## src/rtl/dff_bank_arbiter_if.sv

```systemverilog
// Bus interface between client FSMs, the bank write arbiter and the bank.
// The master modport is the client/bank side and the slave modport is the arbiter.
//   req      client -> arbiter   one bit per requester, held until done
//   wdata    client -> arbiter   packed write data, requester i at [i*WIDTH +: WIDTH]
//   gnt      arbiter -> client   one-hot grant for the whole transaction
//   done     arbiter -> client   one-cycle completion pulse
//   bank_d   arbiter -> bank     data to the bank D inputs
//   bank_en  arbiter -> bank     bank enable
//   bank_clr arbiter -> bank     bank clear (active-high)
//   bank_q   bank -> arbiter     bank Q outputs (read only with READBACK_VERIFY_EN)
//   busy     arbiter -> client   arbiter is mid-transaction
//   err      arbiter -> client   sticky readback failure (only with READBACK_VERIFY_EN)
interface dff_bank_arbiter_if #(
  parameter int NREQ  = 4,
  parameter int WIDTH = 8
);
  logic [NREQ-1:0]       req;
  logic [NREQ*WIDTH-1:0] wdata;
  logic [NREQ-1:0]       gnt;
  logic [NREQ-1:0]       done;
  logic [WIDTH-1:0]      bank_d;
  logic                  bank_en;
  logic                  bank_clr;
  logic [WIDTH-1:0]      bank_q;
  logic                  busy;
`ifdef READBACK_VERIFY_EN
  logic                  err;
`endif

  modport master (
    output req, wdata, bank_q,
`ifdef READBACK_VERIFY_EN
    input  err,
`endif
    input  gnt, done, bank_d, bank_en, bank_clr, busy
  );

  modport slave (
    input  req, wdata,
`ifdef READBACK_VERIFY_EN
    input  bank_q,
    output err,
`endif
    output gnt, done, bank_d, bank_en, bank_clr, busy
  );
endinterface

```

## src/rtl/dff_bank_arbiter.sv

```systemverilog
// Round-robin write arbiter/sequencer for a shared register bank made of slow
// gate-level enable flops. One requester is granted, its data is latched onto
// bank_d, bank_en is held for HOLD_CYCLES cycles, one settle cycle follows and
// then done pulses to the winner.
// Ports:
//   clk  rising-edge system clock
//   rst  synchronous active-low reset
//   bus  dff_bank_arbiter_if.slave (req/wdata in, gnt/done/bank_*/busy out)
// Optional feature macro READBACK_VERIFY_EN: adds a CHECK state that compares
// bank_q against bank_d, retries the write once on mismatch and raises the
// sticky err output if the retry also mismatches.
module dff_bank_arbiter #(
  parameter int NREQ        = 4,
  parameter int WIDTH       = 8,
  parameter int HOLD_CYCLES = 2
) (
  input  logic                clk,
  input  logic                rst,
  dff_bank_arbiter_if.slave   bus
);

  localparam int IW = (NREQ > 1) ? $clog2(NREQ) : 1;
  localparam int CW = $clog2(HOLD_CYCLES + 1);
  localparam logic [CW-1:0] CNT_LAST = CW'(HOLD_CYCLES - 1);

  typedef enum logic [2:0] {
    IDLE   = 3'd0,
    WRITE  = 3'd1,
    SETTLE = 3'd2,
`ifdef READBACK_VERIFY_EN
    CHECK  = 3'd3,
`endif
    DONE   = 3'd4
  } state_t;

  state_t            state, state_n;
  logic [NREQ-1:0]   gnt_r;
  logic [WIDTH-1:0]  bank_d_r;
  logic [CW-1:0]     cnt;
  logic [IW-1:0]     rr;
  logic [IW-1:0]     gidx;
  logic              bank_clr_r;
  logic              pick_vld;
  logic [IW-1:0]     pick_idx;
  logic [NREQ-1:0]   pick_oh;
  logic [WIDTH-1:0]  pick_data;
  logic [IW-1:0]     rr_next;
  logic              grant_ld;
  logic              cnt_inc;
  logic              gnt_clr;
`ifdef READBACK_VERIFY_EN
  logic              retry;
  logic              err_r;
  logic              retry_set;
  logic              err_set;
  logic              cnt_clr;
`endif

  // Round-robin pick: first set req at or after rr, wrapping past NREQ-1.
  int          sum;
  logic [IW-1:0] idx;
  always_comb begin
    pick_vld = 1'b0;
    pick_idx = '0;
    sum      = 0;
    idx      = '0;
    for (int k = 0; k < NREQ; k++) begin
      sum = int'(rr) + k;
      if (sum >= NREQ) sum = sum - NREQ;
      idx = IW'(sum);
      if (!pick_vld && bus.req[idx]) begin
        pick_vld = 1'b1;
        pick_idx = idx;
      end
    end
  end

  // Decode the winner into a one-hot grant and select its write data.
  always_comb begin
    pick_oh   = '0;
    pick_data = '0;
    for (int i = 0; i < NREQ; i++) begin
      if (pick_idx == IW'(i)) begin
        pick_oh[i] = 1'b1;
        pick_data  = bus.wdata[i*WIDTH +: WIDTH];
      end
    end
  end

  // The requester just served drops to lowest priority.
  assign rr_next = (gidx == IW'(NREQ - 1)) ? '0 : gidx + IW'(1);

  always_ff @(posedge clk) begin
    if (!rst) state <= IDLE;
    else      state <= state_n;
  end

  always_comb begin
    state_n   = state;
    grant_ld  = 1'b0;
    cnt_inc   = 1'b0;
    gnt_clr   = 1'b0;
`ifdef READBACK_VERIFY_EN
    retry_set = 1'b0;
    err_set   = 1'b0;
    cnt_clr   = 1'b0;
`endif
    case (state)
      IDLE: begin
        if (pick_vld) begin
          state_n  = WRITE;
          grant_ld = 1'b1;
        end
      end
      WRITE: begin
        if (cnt == CNT_LAST) state_n = SETTLE;
        else                 cnt_inc = 1'b1;
      end
      SETTLE: begin
`ifdef READBACK_VERIFY_EN
        state_n = CHECK;
`else
        state_n = DONE;
`endif
      end
`ifdef READBACK_VERIFY_EN
      CHECK: begin
        if (bus.bank_q == bank_d_r) begin
          state_n = DONE;
        end else if (!retry) begin
          // First mismatch: rewrite the same latched data once.
          state_n   = WRITE;
          retry_set = 1'b1;
          cnt_clr   = 1'b1;
        end else begin
          state_n = DONE;
          err_set = 1'b1;
        end
      end
`endif
      DONE: begin
        state_n = IDLE;
        gnt_clr = 1'b1;
      end
      default: state_n = IDLE;
    endcase
  end

  // Grant, latched data, hold counter, round-robin pointer and bank clear.
  always_ff @(posedge clk) begin
    if (!rst) begin
      gnt_r      <= '0;
      bank_d_r   <= '0;
      cnt        <= '0;
      rr         <= '0;
      gidx       <= '0;
      bank_clr_r <= 1'b1;
`ifdef READBACK_VERIFY_EN
      retry      <= 1'b0;
      err_r      <= 1'b0;
`endif
    end else begin
      bank_clr_r <= 1'b0;
      if (grant_ld) begin
        gnt_r    <= pick_oh;
        bank_d_r <= pick_data;
        gidx     <= pick_idx;
        cnt      <= '0;
`ifdef READBACK_VERIFY_EN
        retry    <= 1'b0;
`endif
      end
      if (cnt_inc) cnt <= cnt + CW'(1);
      if (gnt_clr) begin
        gnt_r <= '0;
        rr    <= rr_next;
      end
`ifdef READBACK_VERIFY_EN
      if (cnt_clr)   cnt   <= '0;
      if (retry_set) retry <= 1'b1;
      if (err_set)   err_r <= 1'b1;
`endif
    end
  end

  assign bus.gnt      = gnt_r;
  assign bus.done     = (state == DONE) ? gnt_r : '0;
  assign bus.bank_d   = bank_d_r;
  assign bus.bank_en  = (state == WRITE);
  assign bus.bank_clr = bank_clr_r;
  assign bus.busy     = (state != IDLE);
`ifdef READBACK_VERIFY_EN
  assign bus.err      = err_r;
`endif

endmodule

```

## src/flat_wrapper.sv

```systemverilog
// flat-port wrapper written by rule: the top's interface ports become plain ports
module dff_bank_arbiter_flat 
#(
  parameter int NREQ        = 4,
  parameter int WIDTH       = 8,
  parameter int HOLD_CYCLES = 2
)
  (clk, rst, bus_req, bus_wdata, bus_gnt, bus_done, bus_bank_d, bus_bank_en, bus_bank_clr, bus_busy);
  dff_bank_arbiter_if #(.NREQ(NREQ), .WIDTH(WIDTH)) bus_i ();
  input  logic clk;
  input  logic rst;
  input wire logic [$bits(bus_i.req)-1:0] bus_req;
  input wire logic [$bits(bus_i.wdata)-1:0] bus_wdata;
  output wire logic [$bits(bus_i.gnt)-1:0] bus_gnt;
  output wire logic [$bits(bus_i.done)-1:0] bus_done;
  output wire logic [$bits(bus_i.bank_d)-1:0] bus_bank_d;
  output wire logic [$bits(bus_i.bank_en)-1:0] bus_bank_en;
  output wire logic [$bits(bus_i.bank_clr)-1:0] bus_bank_clr;
  output wire logic [$bits(bus_i.busy)-1:0] bus_busy;
  assign bus_i.req = bus_req;
  assign bus_i.wdata = bus_wdata;
  assign bus_gnt = bus_i.gnt;
  assign bus_done = bus_i.done;
  assign bus_bank_d = bus_i.bank_d;
  assign bus_bank_en = bus_i.bank_en;
  assign bus_bank_clr = bus_i.bank_clr;
  assign bus_busy = bus_i.busy;
  dff_bank_arbiter #(.NREQ(NREQ), .WIDTH(WIDTH), .HOLD_CYCLES(HOLD_CYCLES)) u_core (.clk(clk), .rst(rst), .bus(bus_i));
endmodule
```

## config.mk

```make
export PLATFORM = sky130hd
export DESIGN_NAME = dff_bank_arbiter_flat
export DESIGN_NICKNAME = d
export VERILOG_FILES = /design/src/rtl/dff_bank_arbiter_if.sv /design/src/rtl/dff_bank_arbiter.sv /design/src/flat_wrapper.sv
export SDC_FILE = /design/constraint.sdc
export NUM_CORES = 1
export LEC_CHECK = 0
export CELL_PAD_IN_SITES_DETAIL_PLACEMENT = 0
export CELL_PAD_IN_SITES_GLOBAL_PLACEMENT = 1
export CORE_ASPECT_RATIO = 1.4
export CORE_MARGIN = 3
export CORE_UTILIZATION = 27
export DETAILED_ROUTE_END_ITERATION = 10
export PLACE_DENSITY = 0.84
export SLEW_MARGIN = 10
export SYNTH_ARGS = -nofsm -noshare
export SYNTH_HDL_FRONTEND = slang
export SYNTH_SLANG_ARGS = --single-unit
```

## constraint.sdc

```tcl
create_clock -name clk -period 1.83 [get_ports clk]
set_input_delay 0.2745 -clock clk [delete_from_list [all_inputs] [get_ports clk]]
set_output_delay 0.2745 -clock clk [all_outputs]
set_load 0.02 [all_outputs]
```

==> out/results.ini <==
[clocking]
tritoncts = built
max-clock-path-buffers = 2
cts_num_sinks = 22
numCtsBuffers = 3
cts_root_buf = clkbuf_8
post_cts_setup_buffer_count = 0
clock_transition_at_the_register_clock_pins_on_the_worst_setup_and_hold_paths_after_cts_ns = 0.08
htreeDepth = 1
insertion_delay_ns = 0.26
post_cts_hold_buffer_count = 0

[sta]
timing.hold.ws_ns = 0.4714
final_period_minus_worst_setup_slack_ns = 1.737
final.setup_skew_ns = 0.004402
worst_slew_pin_slew_ns = 0.3208
setup_slack_ns = 0.09254
fmaxAchievable_mhz = 575.6
finalHoldViolations = 0
slew_limit_fails = 0
max_slew_margin = 0.7854
timing.final.setup_violations = 0
timing.final.crit_share = 0.9494

[critical_path]
cp-start-kind = primary input
worst_ep_arrival_time_ns = 1.89
critical_path.endpoint_type = flip-flop
worst-r2r-setup-slack_ns = 0.14
critPathMaxFanout = 7
worst_r2r_startpoint = u_core.state[2]
worstRegToRegCells = 4
worstPathRequired_ns = 1.98
worst-setup-path-type = in -> reg
reg2reg_to = u_core.bus.gnt[1]

[routing]
number_of_iterations_in_the_first_detailed_routing_pass = 4
routed_wirelength_um = 3759
first_iter_violations = 33
detailroute.via_count = 1349
detail_route.vias_per_cell = 5.129
detail-route-antenna-nets = 0
routed_wire_length_per_instance_um = 14.29
drc = 0

[power]
switching_share = 0.2702
power.share.clock = 0.315
worst_ir_drop_vdd_mv = 0.3931
combinationalPowerShare = 0.303
fin_total_pwr_uw = 1432
net_switching_power_figure_uw = 387.1
seq_power_share = 0.381
power_per_cell_area_mw_per_mm2 = 715.1
leakagePower_uw = 0.0008116
power.internal_uw = 1045

[global_route]
grt_max_degree = 14
antenna_violations_before_repair = 0
groute.usage.overall = 0.1554
grt_remaining_overflow = 0
grt_pass1_vias = 1279
grt_pass1_wl_um = 5906

[finish]
num_antenna_cells = 0
areaGrowthSynthToFinish_pct = 77.69
fin_util = 0.5025
finish.net_count = 261
layout-drive-gt1-share = 0.1773

[die]
std_cell_rows = 27
floorplan.die.width_um = 60.61
initial_utilization = 0.2828
core_footprint_mm2 = 0.003986
die_h_um = 82.46
floorplan.die_area_mm2 = 0.004998
ios = 57

[synthesis]
synthesis.area_mm2 = 0.001127
ys_types = 27
synth_top_area_cell = dfxtp_1
syn-num-nets = 185
synth_top_area_share = 0.3907
syn_inst = 145
synth.avg_cell_area_um2 = 7.775
yosys_register_bits = 22
total_number_of_yosys_warnings = 0
yosysSeqAreaShare = 0.3907
ys_top_cells_by_area = dfxtp_1 (39%), nor3_1 (7.1%), o41ai_1 (5.4%)

[place]
place_hpwl_um = 2951
detailedPlace.worstSlack_ns = -0.2210
gp_congestion = 0.7624
io_buffer_count = 56

[hold_path]
min_to = u_core.gidx[1]
min_delay_path_depth = 2
hp-class = reg -> reg
hold_path.startpoint = u_core.gidx[1]

[flow_run]
cap_violations = 0

[run_status]
status = complete, no violations

[layout make-up]
| cell class | count | area (um^2) |
|---|---|---|
| fill | 383 | 1983 |
| sequential | 22 | 440.4 |
| clock buffer | 3 | 41.29 |
| inverter | 3 | 11.26 |
| timing repair buffer | 78 | 724.4 |
| multi-input combinational | 113 | 701.9 |
| tap | 43 | 53.80 |
| clock inverter | 1 | 30.03 |
[placed cells by master, fill, tap and decap left out, types with 2 or more instances in the layout]
master / n
o22ai_1: 7
clkbuf_8: 3
inv_1: 2
nor2b_1: 3
and2_1: 2
o221ai_1: 2
nand3_1: 10
or3_4: 2
o41ai_1: 7
or3_1: 2
nand2_1: 13
nor2_1: 13
o21a_1: 3
mux2i_1: 2
ha_1: 2
a21oi_2: 2
nor3_2: 5
buf_4: 21
a21oi_1: 10
nor3_1: 12
o21ai_0: 2
and3_1: 5
clkdlybuf4s50_1: 49
dlygate4sd2_1: 6
nand2b_1: 2
dfxtp_1: 22
[state kept, by name (all words and copies together) (netlist names)]
| register | flops |
|---|---|
| u_core.bus.gnt | 4 |
| u_core.bus.bank_d | 8 |
| u_core.state | 3 |
| u_core.cnt | 2 |
| u_core.gidx | 2 |
| u_core.rr | 2 |
| u_core.bus.bank_clr | 1 |
[worst max-delay path by stage]
stage	from	endpoint	slack [ns]
floorplan	u_core.state[2]	u_core.bus.gnt[1]	0.10
global route	bus_req[2]	u_core.bus.bank_d[4]	-0.002
CTS	bus_req[0]	u_core.bus.bank_d[4]	0.05
detailed placement	bus_req[0]	u_core.bus.bank_d[4]	-0.22
finish	bus_req[2]	u_core.bus.bank_d[0]	0.09
global placement	bus_req[0]	u_core.bus.bank_d[5]	-0.19
[what timing repair did]
action | CTS | global route
resized for setup | 7 | 13
setup endpoints to repair | 6 | 8
pin swaps | 0 | 0
[metal layers]
layer	GRT usage	vias to the layer above	wire, um	share of wire
met2	0.2677	21	2023	0.54
li1	-	686	-	-
met1	0.1979	637	1601	0.43
met4	0.06291	0	65	0.017
met3	0.009331	5	67	0.018
met5	0	-	0	0
[through the flow]
| stage | setup TNS [ns] | instance area (um^2) | std cells |
|---|---|---|---|
| floorplan | 0 | 1127 | 145 |
| CTS | 0 | 1942 | 263 |
| finish | 0 | 2003 | 263 |
| global placement | -1.715 | 1876 | 259 |
| detailed placement | -2.012 | 1876 | 259 |
| global route | -0.003274 | 2003 | 263 |
[power by group through the flow]
stage          combinational [uW]  clock, uW  sequential [uW]
4_1_cts                       424        460              546
5_1_grt                       475        473              552
6_report                      434        452              546
2_1_floorplan                 150          0              587
3_5_place_dp                  427          0              556
3_3_place_gp                  423          0              557
[synth_stat cells (all sizes together)]
master / number
a21o: 1
a21oi: 12
and2: 2
and3: 5
buf: 4
clkbuf: 3
clkinv: 1
dfxtp: 22
ha: 2
inv: 2
mux2i: 2
nand2: 14
nand2b: 3
nand3: 10
nor2: 14
nor2b: 3
nor3: 17
nor3b: 1
o21a: 3
o21ai: 2
o221ai: 2
o22ai: 7
o311ai: 1
o31a: 1
o41ai: 7
or3: 4
[cell families (layout without fill, tap and decap cells)]
kind of cell | Yosys count | in the layout | share of synthesized area
fa+ha+maj | 2 | 2 | 0.02219
simple gates | 73 | 73 | 0.3185
buf+inv | 10 | 85 | 0.03774
flops | 22 | 22 | 0.3907
compound gates | 36 | 36 | 0.2131
mux | 2 | 2 | 0.01776
[critical path: stages]
cell and delay (ns):
clkdlybuf4s50_1 0.42, nor2b_1 0.15, o21a_1 0.21, or3_4 0.38
buf_4 0.18, nor3_1 0.18, o41ai_1 0.09
Note: power is estimated with default switching activity, not from simulation.
